[src/rtl/spi_slave_shifter.sv]
// SPI slave endpoint: oversamples SCLK/MOSI/SSbar in the clk domain and shifts rx/tx words MSB first.
// Optional build macro SPI_SLAVE_RX_OVERRUN_EN adds a sticky rx_overrun flag and keeps unread rx_data.
module spi_slave_shifter #(
  parameter int unsigned WORD_LENGTH = 8,
  parameter bit          CPOL        = 1'b0,
  parameter bit          CPHA        = 1'b0
) (
  input  logic                   clk,
  input  logic                   rst_n,
  input  logic                   SCLK,
  input  logic                   MOSI,
  input  logic                   SSbar,
  output logic                   MISO,
  output logic                   miso_oe,
  input  logic [WORD_LENGTH-1:0] tx_data,
  input  logic                   tx_load,
  output logic                   tx_empty,
  output logic [WORD_LENGTH-1:0] rx_data,
  output logic                   rx_valid,
  input  logic                   rx_ack,
  output logic                   busy
`ifdef SPI_SLAVE_RX_OVERRUN_EN
  ,
  output logic                   rx_overrun
`endif
);

  localparam int unsigned CntW = (WORD_LENGTH > 1) ? $clog2(WORD_LENGTH) : 1;
  localparam logic [CntW-1:0] CntTop = CntW'(WORD_LENGTH - 1);

  typedef enum logic [1:0] {
    StIdle,
    StLoad,
    StShift,
    StDone
  } state_e;

  state_e r_state;
  state_e w_state_next;

  logic r_sclk_s1, r_sclk_s2, r_sclk_s3;
  logic r_mosi_s1, r_mosi_s2;
  logic r_ss_s1, r_ss_s2;

  logic [WORD_LENGTH-1:0] r_tx_hold;
  logic                   r_tx_empty;
  logic [WORD_LENGTH-1:0] r_tx_shift;
  logic                   r_miso;
  logic [WORD_LENGTH-1:0] r_rx_shift;
  logic [WORD_LENGTH-1:0] r_rx_data;
  logic                   r_rx_valid;
  logic [CntW-1:0]        r_bit_cnt;
`ifdef SPI_SLAVE_RX_OVERRUN_EN
  logic                   r_rx_overrun;
`endif

  logic                   w_rise, w_fall, w_lead, w_trail;
  logic                   w_sample, w_drive;
  logic                   w_busy;
  logic [WORD_LENGTH-1:0] w_load_word;

  // Synchronisers; SCLK idles at CPOL so reset release never looks like an edge.
  always_ff @(posedge clk or negedge rst_n) begin
    if (!rst_n) begin
      r_sclk_s1 <= CPOL;
      r_sclk_s2 <= CPOL;
      r_sclk_s3 <= CPOL;
      r_mosi_s1 <= 1'b0;
      r_mosi_s2 <= 1'b0;
      r_ss_s1   <= 1'b1;
      r_ss_s2   <= 1'b1;
    end else begin
      r_sclk_s1 <= SCLK;
      r_sclk_s2 <= r_sclk_s1;
      r_sclk_s3 <= r_sclk_s2;
      r_mosi_s1 <= MOSI;
      r_mosi_s2 <= r_mosi_s1;
      r_ss_s1   <= SSbar;
      r_ss_s2   <= r_ss_s1;
    end
  end

  assign w_rise   = r_sclk_s2 & ~r_sclk_s3;
  assign w_fall   = ~r_sclk_s2 & r_sclk_s3;
  assign w_lead   = CPOL ? w_fall : w_rise;
  assign w_trail  = CPOL ? w_rise : w_fall;
  assign w_sample = CPHA ? w_trail : w_lead;
  // With CPHA=0 the MSB is already out after LOAD; the first trailing edge of a word
  // (the previous word's last one when back-to-back) must not shift again.
  assign w_drive  = CPHA ? w_lead : (w_trail && (r_bit_cnt != CntTop));

  assign w_load_word = tx_load ? tx_data : (r_tx_empty ? '0 : r_tx_hold);

  always_ff @(posedge clk or negedge rst_n) begin
    if (!rst_n) begin
      r_state <= StIdle;
    end else begin
      r_state <= w_state_next;
    end
  end

  always_comb begin
    w_state_next = r_state;
    w_busy       = 1'b0;
    unique case (r_state)
      StIdle: begin
        if (!r_ss_s2) begin
          w_state_next = StLoad;
        end
      end
      StLoad: begin
        w_busy       = 1'b1;
        w_state_next = StShift;
      end
      StShift: begin
        w_busy = 1'b1;
        if (r_ss_s2) begin
          w_state_next = StIdle;
        end else if (w_sample && (r_bit_cnt == '0)) begin
          w_state_next = StDone;
        end
      end
      StDone: begin
        w_busy       = 1'b1;
        w_state_next = r_ss_s2 ? StIdle : StLoad;
      end
      default: begin
        w_state_next = StIdle;
      end
    endcase
  end

  // Transmit path: holding register, shift register and registered MISO.
  always_ff @(posedge clk or negedge rst_n) begin
    if (!rst_n) begin
      r_tx_hold  <= '0;
      r_tx_empty <= 1'b1;
      r_tx_shift <= '0;
      r_miso     <= 1'b0;
    end else begin
      if (tx_load) begin
        r_tx_hold  <= tx_data;
        r_tx_empty <= 1'b0;
      end
      unique case (r_state)
        StIdle: begin
          r_miso <= 1'b0;
        end
        StLoad: begin
          r_tx_empty <= 1'b1;
          if (CPHA) begin
            r_tx_shift <= w_load_word;
          end else begin
            r_tx_shift <= w_load_word << 1;
            r_miso     <= w_load_word[WORD_LENGTH-1];
          end
        end
        StShift: begin
          if (r_ss_s2) begin
            r_miso     <= 1'b0;
            r_tx_shift <= '0;
          end else if (w_drive) begin
            r_miso     <= r_tx_shift[WORD_LENGTH-1];
            r_tx_shift <= r_tx_shift << 1;
          end
        end
        default: ;
      endcase
    end
  end

  // Receive path: sample shift register, bit counter and the rx word handshake.
  always_ff @(posedge clk or negedge rst_n) begin
    if (!rst_n) begin
      r_rx_shift   <= '0;
      r_bit_cnt    <= CntTop;
      r_rx_data    <= '0;
      r_rx_valid   <= 1'b0;
`ifdef SPI_SLAVE_RX_OVERRUN_EN
      r_rx_overrun <= 1'b0;
`endif
    end else begin
      if (rx_ack) begin
        r_rx_valid   <= 1'b0;
`ifdef SPI_SLAVE_RX_OVERRUN_EN
        r_rx_overrun <= 1'b0;
`endif
      end
      unique case (r_state)
        StShift: begin
          if (r_ss_s2) begin
            r_rx_shift <= '0;
            r_bit_cnt  <= CntTop;
          end else if (w_sample) begin
            r_rx_shift <= {r_rx_shift[WORD_LENGTH-2:0], r_mosi_s2};
            r_bit_cnt  <= r_bit_cnt - CntW'(1);
          end
        end
        StDone: begin
          r_bit_cnt <= CntTop;
`ifdef SPI_SLAVE_RX_OVERRUN_EN
          // An unread word is kept; a same-cycle ack frees the slot for the new one.
          if (r_rx_valid && !rx_ack) begin
            r_rx_overrun <= 1'b1;
          end else begin
            r_rx_data  <= r_rx_shift;
            r_rx_valid <= 1'b1;
          end
`else
          r_rx_data  <= r_rx_shift;
          r_rx_valid <= 1'b1;
`endif
        end
        default: ;
      endcase
    end
  end

  assign MISO     = r_miso;
  assign miso_oe  = w_busy;
  assign busy     = w_busy;
  assign tx_empty = r_tx_empty;
  assign rx_data  = r_rx_data;
  assign rx_valid = r_rx_valid;
`ifdef SPI_SLAVE_RX_OVERRUN_EN
  assign rx_overrun = r_rx_overrun;
`endif

endmodule

[config.mk]
export PLATFORM = sky130hd
export DESIGN_NAME = spi_slave_shifter
export DESIGN_NICKNAME = d
export VERILOG_FILES = /design/src/rtl/spi_slave_shifter.sv
export SDC_FILE = /design/constraint.sdc
export NUM_CORES = 1
export LEC_CHECK = 0
export ABC_AREA = 1
export BUFFER_PORTS_ARGS = -buffer_cell sky130_fd_sc_hd__buf_2
export CAP_MARGIN = 20
export CORE_ASPECT_RATIO = 1.2
export CORE_MARGIN = 2
export CORE_UTILIZATION = 41
export CTS_CLUSTER_SIZE = 14
export DETAILED_ROUTE_END_ITERATION = 10
export GPL_ROUTABILITY_DRIVEN = 0
export PLACE_DENSITY_LB_ADDON = 0.15
export SLEW_MARGIN = 20
export SYNTH_ARGS = -nofsm -noshare
export SYNTH_HDL_FRONTEND = slang
export SYNTH_SLANG_ARGS = --single-unit
[constraint.sdc]
create_clock -name clk -period 2.15 [get_ports clk]
set_clock_uncertainty 0.05 [all_clocks]
set_input_delay 0.3225 -clock clk [delete_from_list [all_inputs] [get_ports clk]]
set_output_delay 0.3225 -clock clk [all_outputs]
set_load 0.01 [all_outputs]
==> impl_metrics.tcl, run 1 <==
set metrics [dict create \
    status "finished, final reports clean" \
    yosysSeqAreaShare_pct 58.24 \
    finalCritPeriodShare_pct 77.94 \
    fp.dieH_um 80.31 \
    cp_cell_sequence "inv_1 > ha_1 > inv_2 > nor2_4 > a21oi_4 > inv_2 > nand2_1 > nand2_1" \
    routedWlPerCell_um 11.17 \
    power_leakage_uw 0.001242 \
    cp_max_fo 12 \
    postCtsResizedCells 0 \
    grt_pass1_vias 1369 \
    antenna_left 0 \
    synthTopCellsByCount "nand2_1, dfrtp_1, inv_1" \
    reg2reg_from "r_state[0]" \
    endpoint_kind "register" \
    dp_hpwl_um 2549 \
    yosysMostFrequentCell "nand2_1" \
    numPortBuffers 27 \
    grt.overflow.total 0 \
    cp_slowest_stage_delay_ns 0.42 \
    syn_inst 226 \
    comb_power_share_pct 31.9 \
    cts_inserted_buffers 5 \
    dp_slack_ns 0.4703 \
    synth_seq_cells 46 \
    cp_num_buf_inv 3 \
    power.share.switching_pct 35.55 \
    synth_edf_count 0 \
    setup-violations-final 0 \
    vdd_drop_max_uv 741.8 \
    insertion_delay_ns 0.29 \
    worst_slew_pin_slew_ns 0.5712 \
    pwr-share-seq_pct 44.4 \
    worst_hold_path_type "in2async" \
    synth_top_area_share_pct 50.31 \
    period_minus_slack_ns 1.676 \
    vias_per_cell 4.525 \
    syn_area_um2 1989 \
    drt-pass1-iter-count 4 \
    stdcell_area_um2 2290 \
    track_usage_pct 15.02 \
    finalSetupTns_ns 0 \
    postCtsSetupBuffers 0 \
    met2_usage_pct 23.33 \
    power_density_nw_per_um2 1152 \
    rsz0062_at_grt "no" \
    cts_tree "built" \
    async_reset_ff_share_pct 100.0 \
    setup_slack_ns 0.4743 \
    route.detailed.drc 0 \
    synth_area_leaders "dfrtp_1, nand2_1, dfstp_2" \
    wl_um 3529 \
    grt_use_met3_pct 4.202 \
    core_um2 4628 \
    drtIter0Drc 85 \
    stdcell_count 316 \
    worst_path_dominant_cell_family "flip-flops" \
    synth_top_area_cell "dfrtp_1" \
    drive_gt1_share_pct 18.60 \
    ys_types 22 \
    dpl-instance-area_um2 2181 \
    busiest_layer "met2" \
    die_area_um2 5428 \
    path_clk_slew_ns 0.08 \
    numClockSinks 46 \
    dp_cells 308 \
    start_kind "register" \
    antennaDiodeCount 0 \
    grt_max_degree 47 \
    crit_arrival_ns 1.86 \
    fin_nets 279 \
    maxSlewViolCount 0 \
    ctsRootBufferMaster "clkbuf_8" \
    fp.dieW_um 67.59 \
    p_switching_uw 937.8 \
    worst_path_max_delay_cell "dfrtp_1" \
    critical_path_class "reg2reg" \
    initial_utilization_pct 42.98 \
    required_ns 2.34 \
    max_freq_ghz 0.5968 \
    avgSynthCellArea_um2 8.803 \
    hold_viol 0 \
    htreeDepth 2 \
    slew_headroom_pct 61.92 \
    synth_fp_nets 248 \
    grt_pass1_wl_um 6154 \
    area_growth_pct 15.09 \
    via_count 1430 \
    yosysWarnings 0 \
    cts.path.max_buffers 2 \
    cap_viol_max_count 0 \
    clkPwrFrac_pct 23.6 \
    io_pins 28 \
    ctsHoldBuffers 0 \
    synth_ff_type "dfrtp_1" \
    grt_antenna_before_repair 0 \
    rows 27 \
    p_int_uw 1700 \
    met1_usage_pct 19.80 \
    startpoint "r_state[0]" \
    fin_util_pct 49.47 \
]
routing by layer:
| layer | routed length (um) | share of wire [%] |
|---|---|---|
| met5 | 0 | 0 |
| met1 | 1681 | 48 |
| met2 | 1656 | 47 |
| met3 | 138 | 3.9 |
| met4 | 53 | 1.5 |
power groups by stage:
stage / Clock, uW / Sequential (uW) / Combinational [uW]
2_1_floorplan: 0 / 1170 / 638
3_3_place_gp: 0 / 1190 / 849
3_5_place_dp: 0 / 1190 / 855
4_1_cts: 652 / 1180 / 859
5_1_grt: 681 / 1200 / 979
6_report: 623 / 1170 / 842
cells by family after synthesis:
kind of cell / Yosys count / synth area share [%]
flops: 46 / 58.24
simple gates: 114 / 22.77
compound gates: 28 / 8.113
buf+inv: 31 / 6.478
fa+ha+maj: 7 / 4.402
worst register-to-register path: cells and delay by family, from the launching register on:
| family | cells | cell delay [ns] |
|---|---|---|
| flops | 1 | 0.42 |
| compound gates | 1 | 0.14 |
| buf+inv | 3 | 0.36 |
| fa+ha+maj | 1 | 0.25 |
| simple gates | 3 | 0.40 |
metrics by stage:
stage               hold WS, ns  total power [uW]
CTS                     0.05970              2686
global route            0.06193              2858
detailed placement       0.2856              2047
finish                  0.04875              2638
floorplan              -0.02309              1806
global placement         0.2817              2039
area by class of cell:
type	count	area [um^2]
multi-input cells	149	701.9
repair buffers	29	150.1
well taps	58	72.57
inverters	26	97.59
fillers	426	2338
clock inverters	3	40.04
clock buffers	5	68.82
flip-flops and latches	46	1159
state kept, by name, indices dropped and copies added, names as in the netlist:
signal,count
r_rx_shift,8
r_tx_hold,8
rx_data,8
r_tx_shift,7
r_bit_cnt,3
r_state,2
MISO,1
r_mosi_s1,1
r_mosi_s2,1
r_sclk_s1,1
r_sclk_s2,1
r_sclk_s3,1
r_ss_s1,1
r_ss_s2,1
rx_valid,1
tx_empty,1
cells in the final DEF (no fill, tap or decap), types with 2 or more instances in the layout:
master    count
nand2_1      97
dfrtp_1      40
buf_2        27
inv_1        22
o21ai_0      15
nand3_1      10
ha_1          7
o22ai_1       6
dfstp_2       6
clkbuf_8      5
o21ai_1       4
nor2_1        4
inv_2         2
clkinv_1      2
clkinv_2      2
buf_4         2
path summary, 6_finish.rpt:
path,end,slack (ns),cells past startpoint
hold reg to reg,r_sclk_s2,0.30,0
hold / removal,r_tx_hold[7],0.05,2
setup reg to reg,r_tx_shift[4],0.47,8
min in group clk,r_ss_s1,0.07,1
setup / recovery,r_tx_shift[4],0.47,8
max in group asynchronous,rx_valid,1.61,2
(Power assumes the default switching activity.)
==> run 2, diff against run 1 <==
clock period = 1.6 ns   (was 2.15 ns; I/O delays follow)
==> run 2 against run 1 <==
Against the previous run: core utilization increased by 2.1 points; combinational power grew 45%; via count up 2.2%; worst hold slack better by 0.026 ns; setup slack lost 0.39 ns; clock-buffer cell count grew 3; non-clock buffer count increased by 8; cell area up 4.2%; largest power group unchanged; clock power increased by 30%; first-iteration DRC count down 53%; critical path depth down 4; sequential share of layout area decreased by 2.0 points.
==> impl_metrics.tcl, run 2 (same netlist as run 1, synthesis figures left out) <==
set metrics [dict create \
    ctsRootBufferMaster "clkbuf_8" \
    endpoint_kind "output pin" \
    cts.path.max_buffers 2 \
    insertion_delay_ns 0.29 \
    numClockSinks 46 \
    crit_arrival_ns 1.23 \
    required_ns 1.31 \
    path_clk_slew_ns 0.08 \
    grt_pass1_vias 1430 \
    start_kind "register" \
    finalSetupTns_ns 0 \
    fp.dieH_um 80.31 \
    hold_viol 0 \
    totalPowerFinal_uw 3616 \
    routedWlPerCell_um 11.36 \
    io_pins 28 \
    core_um2 4628 \
    area_growth_pct 19.94 \
    fp.dieW_um 67.59 \
    finalCritPeriodShare_pct 94.77 \
    grt_antenna_before_repair 0 \
    power_density_nw_per_um2 1515 \
    r2r_cells 9 \
    power_leakage_uw 0.001283 \
    period_minus_slack_ns 1.516 \
    drtIter0Drc 40 \
    route.detailed.drc 0 \
    cap_viol_max_count 0 \
    vdd_drop_max_uv 632.9 \
    htreeDepth 2 \
    antennaDiodeCount 0 \
    grt_max_degree 47 \
    die_area_um2 5428 \
    numPortBuffers 27 \
    cp_max_fo 5 \
    rsz0062_at_grt "no" \
    via_count 1462 \
    fin_nets 287 \
    grt_pass1_wl_um 6182 \
    dp_hpwl_um 2556 \
    vias_per_cell 4.512 \
    cts_tree "built" \
    mostFrequentLayoutCell "nand2_1" \
    setup-violations-final 0 \
    drt-pass1-iter-count 4 \
    max_freq_ghz 0.6595 \
    rows 27 \
    worst_slew_pin_slew_ns 0.2692 \
    worst_hold_path_type "in2reg" \
    critical_path_class "reg2out" \
    grt.overflow.total 0 \
    status "finished, final reports clean" \
    track_usage_pct 15.36 \
    maxSlewViolCount 0 \
    hold_depth 2 \
    antenna_left 0 \
    mostFrequentLayoutCells "nand2_1, dfrtp_1, buf_2" \
    cts_inserted_buffers 5 \
    slew_headroom_pct 82.02 \
    wl_um 3681 \
    initial_utilization_pct 42.98 \
    drive_gt1_share_pct 20.30 \
]
## run 2: changes by cell type in the layout (fill, tap and decap cells not counted)
| cell | before | now |
|---|---|---|
| bufinv_16 | 1 | 0 |
| dlygate4sd3_1 | 0 | 4 |
| buf_12 | 0 | 1 |
| inv_4 | 0 | 1 |
| clkbuf_8 | 5 | 8 |
| ha_2 | 0 | 1 |
| inv_2 | 2 | 1 |
| o21ai_2 | 0 | 1 |
| buf_6 | 0 | 1 |
| buf_4 | 2 | 4 |
| clkinv_2 | 2 | 0 |
| ha_1 | 7 | 6 |
| o21ai_1 | 4 | 3 |
## run 2: layout make-up
class / instances / area (um^2)
timing repair buffer: 37 / 236.5
sequential: 46 / 1159
tap: 58 / 72.57
fill: 447 / 2242
clock buffer: 8 / 110.1
inverter: 26 / 100.1
multi-input combinational: 149 / 708.2
## run 2: layer usage
layer | up-vias | wire length, um | track usage [%]
li1 | 778 | - | -
met1 | 651 | 1776 | 18.29
met2 | 26 | 1710 | 25.49
met3 | 7 | 129 | 4.202
met4 | 0 | 64 | 6.735
met5 | - | 0 | 0
## run 2: critical path: stages, from the launching register on
cell and delay, ns:
dfrtp_1 0.43, inv_1 0.10, ha_1 0.21, inv_1 0.06
buf_2 0.12
## run 2: final timing paths
check                      slack, ns       start             to
hold / removal                  0.08      rx_ack       rx_valid
hold reg to reg                 0.30   r_mosi_s1      r_mosi_s2
setup reg to reg                0.12  r_state[0]  r_tx_shift[4]
min in group asynchronous       0.40       rst_n   r_tx_hold[7]
setup / recovery                0.08  r_state[1]        miso_oe
max in group asynchronous       0.83       rst_n        r_ss_s2
## run 2: power breakdown
part,switching [uW],internal [uW],total [uW]
clock,376,436,812
sequential,155,1430,1580
combinational,755,468,1220
total,1290,2330,3620
## run 2: timing repair
| item | in CTS | in global routing |
|---|---|---|
| setup endpoints to repair | 0 | 11 |
| buffers inserted | 0 | 1 |
| endpoints found under the hold margin | 43 | 0 |
| gates resized for setup | 0 | 4 |
| hold buffers | 4 | 0 |
## run 2: metrics by stage
stage / utilization, % / instance area (um^2) / cells / worst slack, ns / hold slack, ns
2_1_floorplan: - / 1989 / 226 / 0.1466 / -0.1056
4_1_cts: 51.12 / 2366 / 323 / 0.06897 / 0.06428
5_1_grt: 51.55 / 2386 / 324 / 0.001279 / 0.06627
3_3_place_gp: 47.88 / 2216 / 311 / 0.1231 / 0.1925
3_5_place_dp: 47.88 / 2216 / 311 / 0.08526 / 0.1909
6_report: 51.55 / 2386 / 324 / 0.08375 / 0.07518
==> run 3, diff against run 2 <==
clock period = 1.5 ns   (was 1.6 ns; I/O delays follow)
==> run 3 against run 2 <==
Against the previous run: critical path depth increased by 1; cell area is 1.7% higher; worst hold slack lost 0.021 ns; sequential power is 6% higher; first-iteration DRC count increased by 95%; setup slack got worse by 0.035 ns; critical endpoint unchanged; largest power group unchanged; highest routed layer unchanged.
==> impl_metrics.tcl, run 3 (same netlist as run 1, synthesis figures left out) <==
set metrics [dict create \
    dpl-instance-area_um2 2231 \
    max_freq_ghz 0.6891 \
    p_int_uw 2436 \
    fp.dieW_um 67.59 \
    fin_nets 291 \
    rows 27 \
    worst_hold_path_type "in2reg" \
    die_area_um2 5428 \
    cts.path.max_buffers 2 \
    slew_headroom_pct 78.71 \
    io_pins 28 \
    cts_tree "built" \
    initial_utilization_pct 42.98 \
    path_clk_slew_ns 0.09 \
    power_density_nw_per_um2 1597 \
    ctsRootBufferMaster "clkbuf_8" \
    vias_per_cell 4.598 \
    holdWs_ns 0.05422 \
    area_growth_pct 21.95 \
    cts_inserted_buffers 5 \
    totalPowerFinal_uw 3874 \
    maxSlewViolCount 0 \
    hold_viol 0 \
    track_usage_pct 15.00 \
    htreeDepth 2 \
    cap_viol_max_count 0 \
    start_kind "register" \
    cp_max_fo 2 \
    antennaDiodeCount 0 \
    grt_max_degree 35 \
    vdd_drop_max_uv 785.9 \
    grt_antenna_before_repair 0 \
    routedWlPerCell_um 11.07 \
    status "finished, final reports clean" \
    via_count 1508 \
    drtIter0Drc 78 \
    p_switching_uw 1438 \
    required_ns 1.22 \
    route.detailed.drc 0 \
    finalCritPeriodShare_pct 96.74 \
    finalSetupTns_ns 0 \
    critical_path_class "reg2out" \
    worst_slew_pin_slew_ns 0.3193 \
    power.share.switching_pct 37.11 \
    crit_arrival_ns 1.18 \
    fp.dieH_um 80.31 \
    drive_gt1_share_pct 23.70 \
    grt_pass1_vias 1484 \
    power_leakage_uw 0.001291 \
    grt.overflow.total 0 \
    period_minus_slack_ns 1.451 \
    dp_hpwl_um 2582 \
    stdcell_area_um2 2426 \
    grt_pass1_wl_um 6175 \
    setup-violations-final 0 \
    mostFrequentLayoutCells "nand2_1, dfrtp_1, buf_2" \
    core_um2 4628 \
    antenna_left 0 \
    drt-pass1-iter-count 4 \
    numPortBuffers 27 \
    endpoint_kind "output pin" \
    wl_um 3630 \
    numClockSinks 46 \
    pwr-share-seq_pct 43.3 \
    mostFrequentLayoutCell "nand2_1" \
    clkPwrFrac_pct 19.8 \
    comb_power_share_pct 36.8 \
    rsz0062_at_grt "yes" \
    insertion_delay_ns 0.29 \
]
==> run 3: changes by cell type in the layout (fill, tap and decap cells not counted), moves of 2 or more <==
cell / delta
inv_1: -2
ha_1: -2
inv_2: +2
buf_4: +3
clkbuf_8: -3
==> run 3: layout make-up <==
| type | count | area [um^2] |
|---|---|---|
| Clock buffer | 5 | 68.82 |
| Clock inverter | 3 | 25.02 |
| Fill cell | 440 | 2202 |
| Inverter | 26 | 100.1 |
| Multi-Input combinational cell | 149 | 730.7 |
| Sequential cell | 46 | 1159 |
| Tap cell | 58 | 72.57 |
| Timing Repair Buffer | 41 | 270.3 |
==> run 3: timing repair <==
action                                  in CTS  in global routing
buffers inserted                             1                  2
hold endpoints to repair                     9                  0
endpoints found under the setup margin       3                 12
pin swaps                                    0                  2
hold buffers                                 4                  0
cloned                                       0                  0
resized for setup                            0                 12
==> run 3: final timing paths <==
kind | cells after the start | slack [ns] | end | startpoint
hold / removal | 2 | 0.05 | rx_valid | rx_ack
max in group asynchronous | 3 | 0.63 | r_sclk_s3 | rst_n
min in group asynchronous | 2 | 0.30 | r_sclk_s1 | rst_n
setup reg to reg | 8 | 0.08 | r_tx_shift[1] | r_state[0]
setup / recovery | 5 | 0.05 | miso_oe | r_state[0]
hold reg to reg | 0 | 0.30 | r_sclk_s2 | r_sclk_s1
==> run 3: power groups by stage <==
stage          combinational [uW]  sequential, uW  clock (uW)
2_1_floorplan                 914            1680           0
3_3_place_gp                 1280            1710           0
3_5_place_dp                 1290            1710           0
4_1_cts                      1340            1680         803
5_1_grt                      1650            1720         844
6_report                     1430            1680         768
==> run 3: stage by stage <==
step	std cells	setup slack, ns	util [%]
3_3_place_gp	313	0.02883	48.20
5_1_grt	328	-0.02613	52.42
4_1_cts	326	0.0001399	51.26
6_report	328	0.04886	52.42
2_1_floorplan	226	0.04665	-
3_5_place_dp	313	0.006326	48.20
==> run 3: worst max-delay path, stage by stage, from the launching register on <==
cell	delay [ns]
dfrtp_1	0.37
inv_2	0.05
buf_4	0.14
ha_4	0.15
inv_1	0.05
buf_2	0.12
==> run 3: routing by layer <==
metal,track usage [%],share of wire (%),vias to the layer above
li1,-,-,786
met4,5.714,1.5,0
met3,3.782,3.4,6
met5,0,0,-
met1,17.26,46,692
met2,26.18,49,24
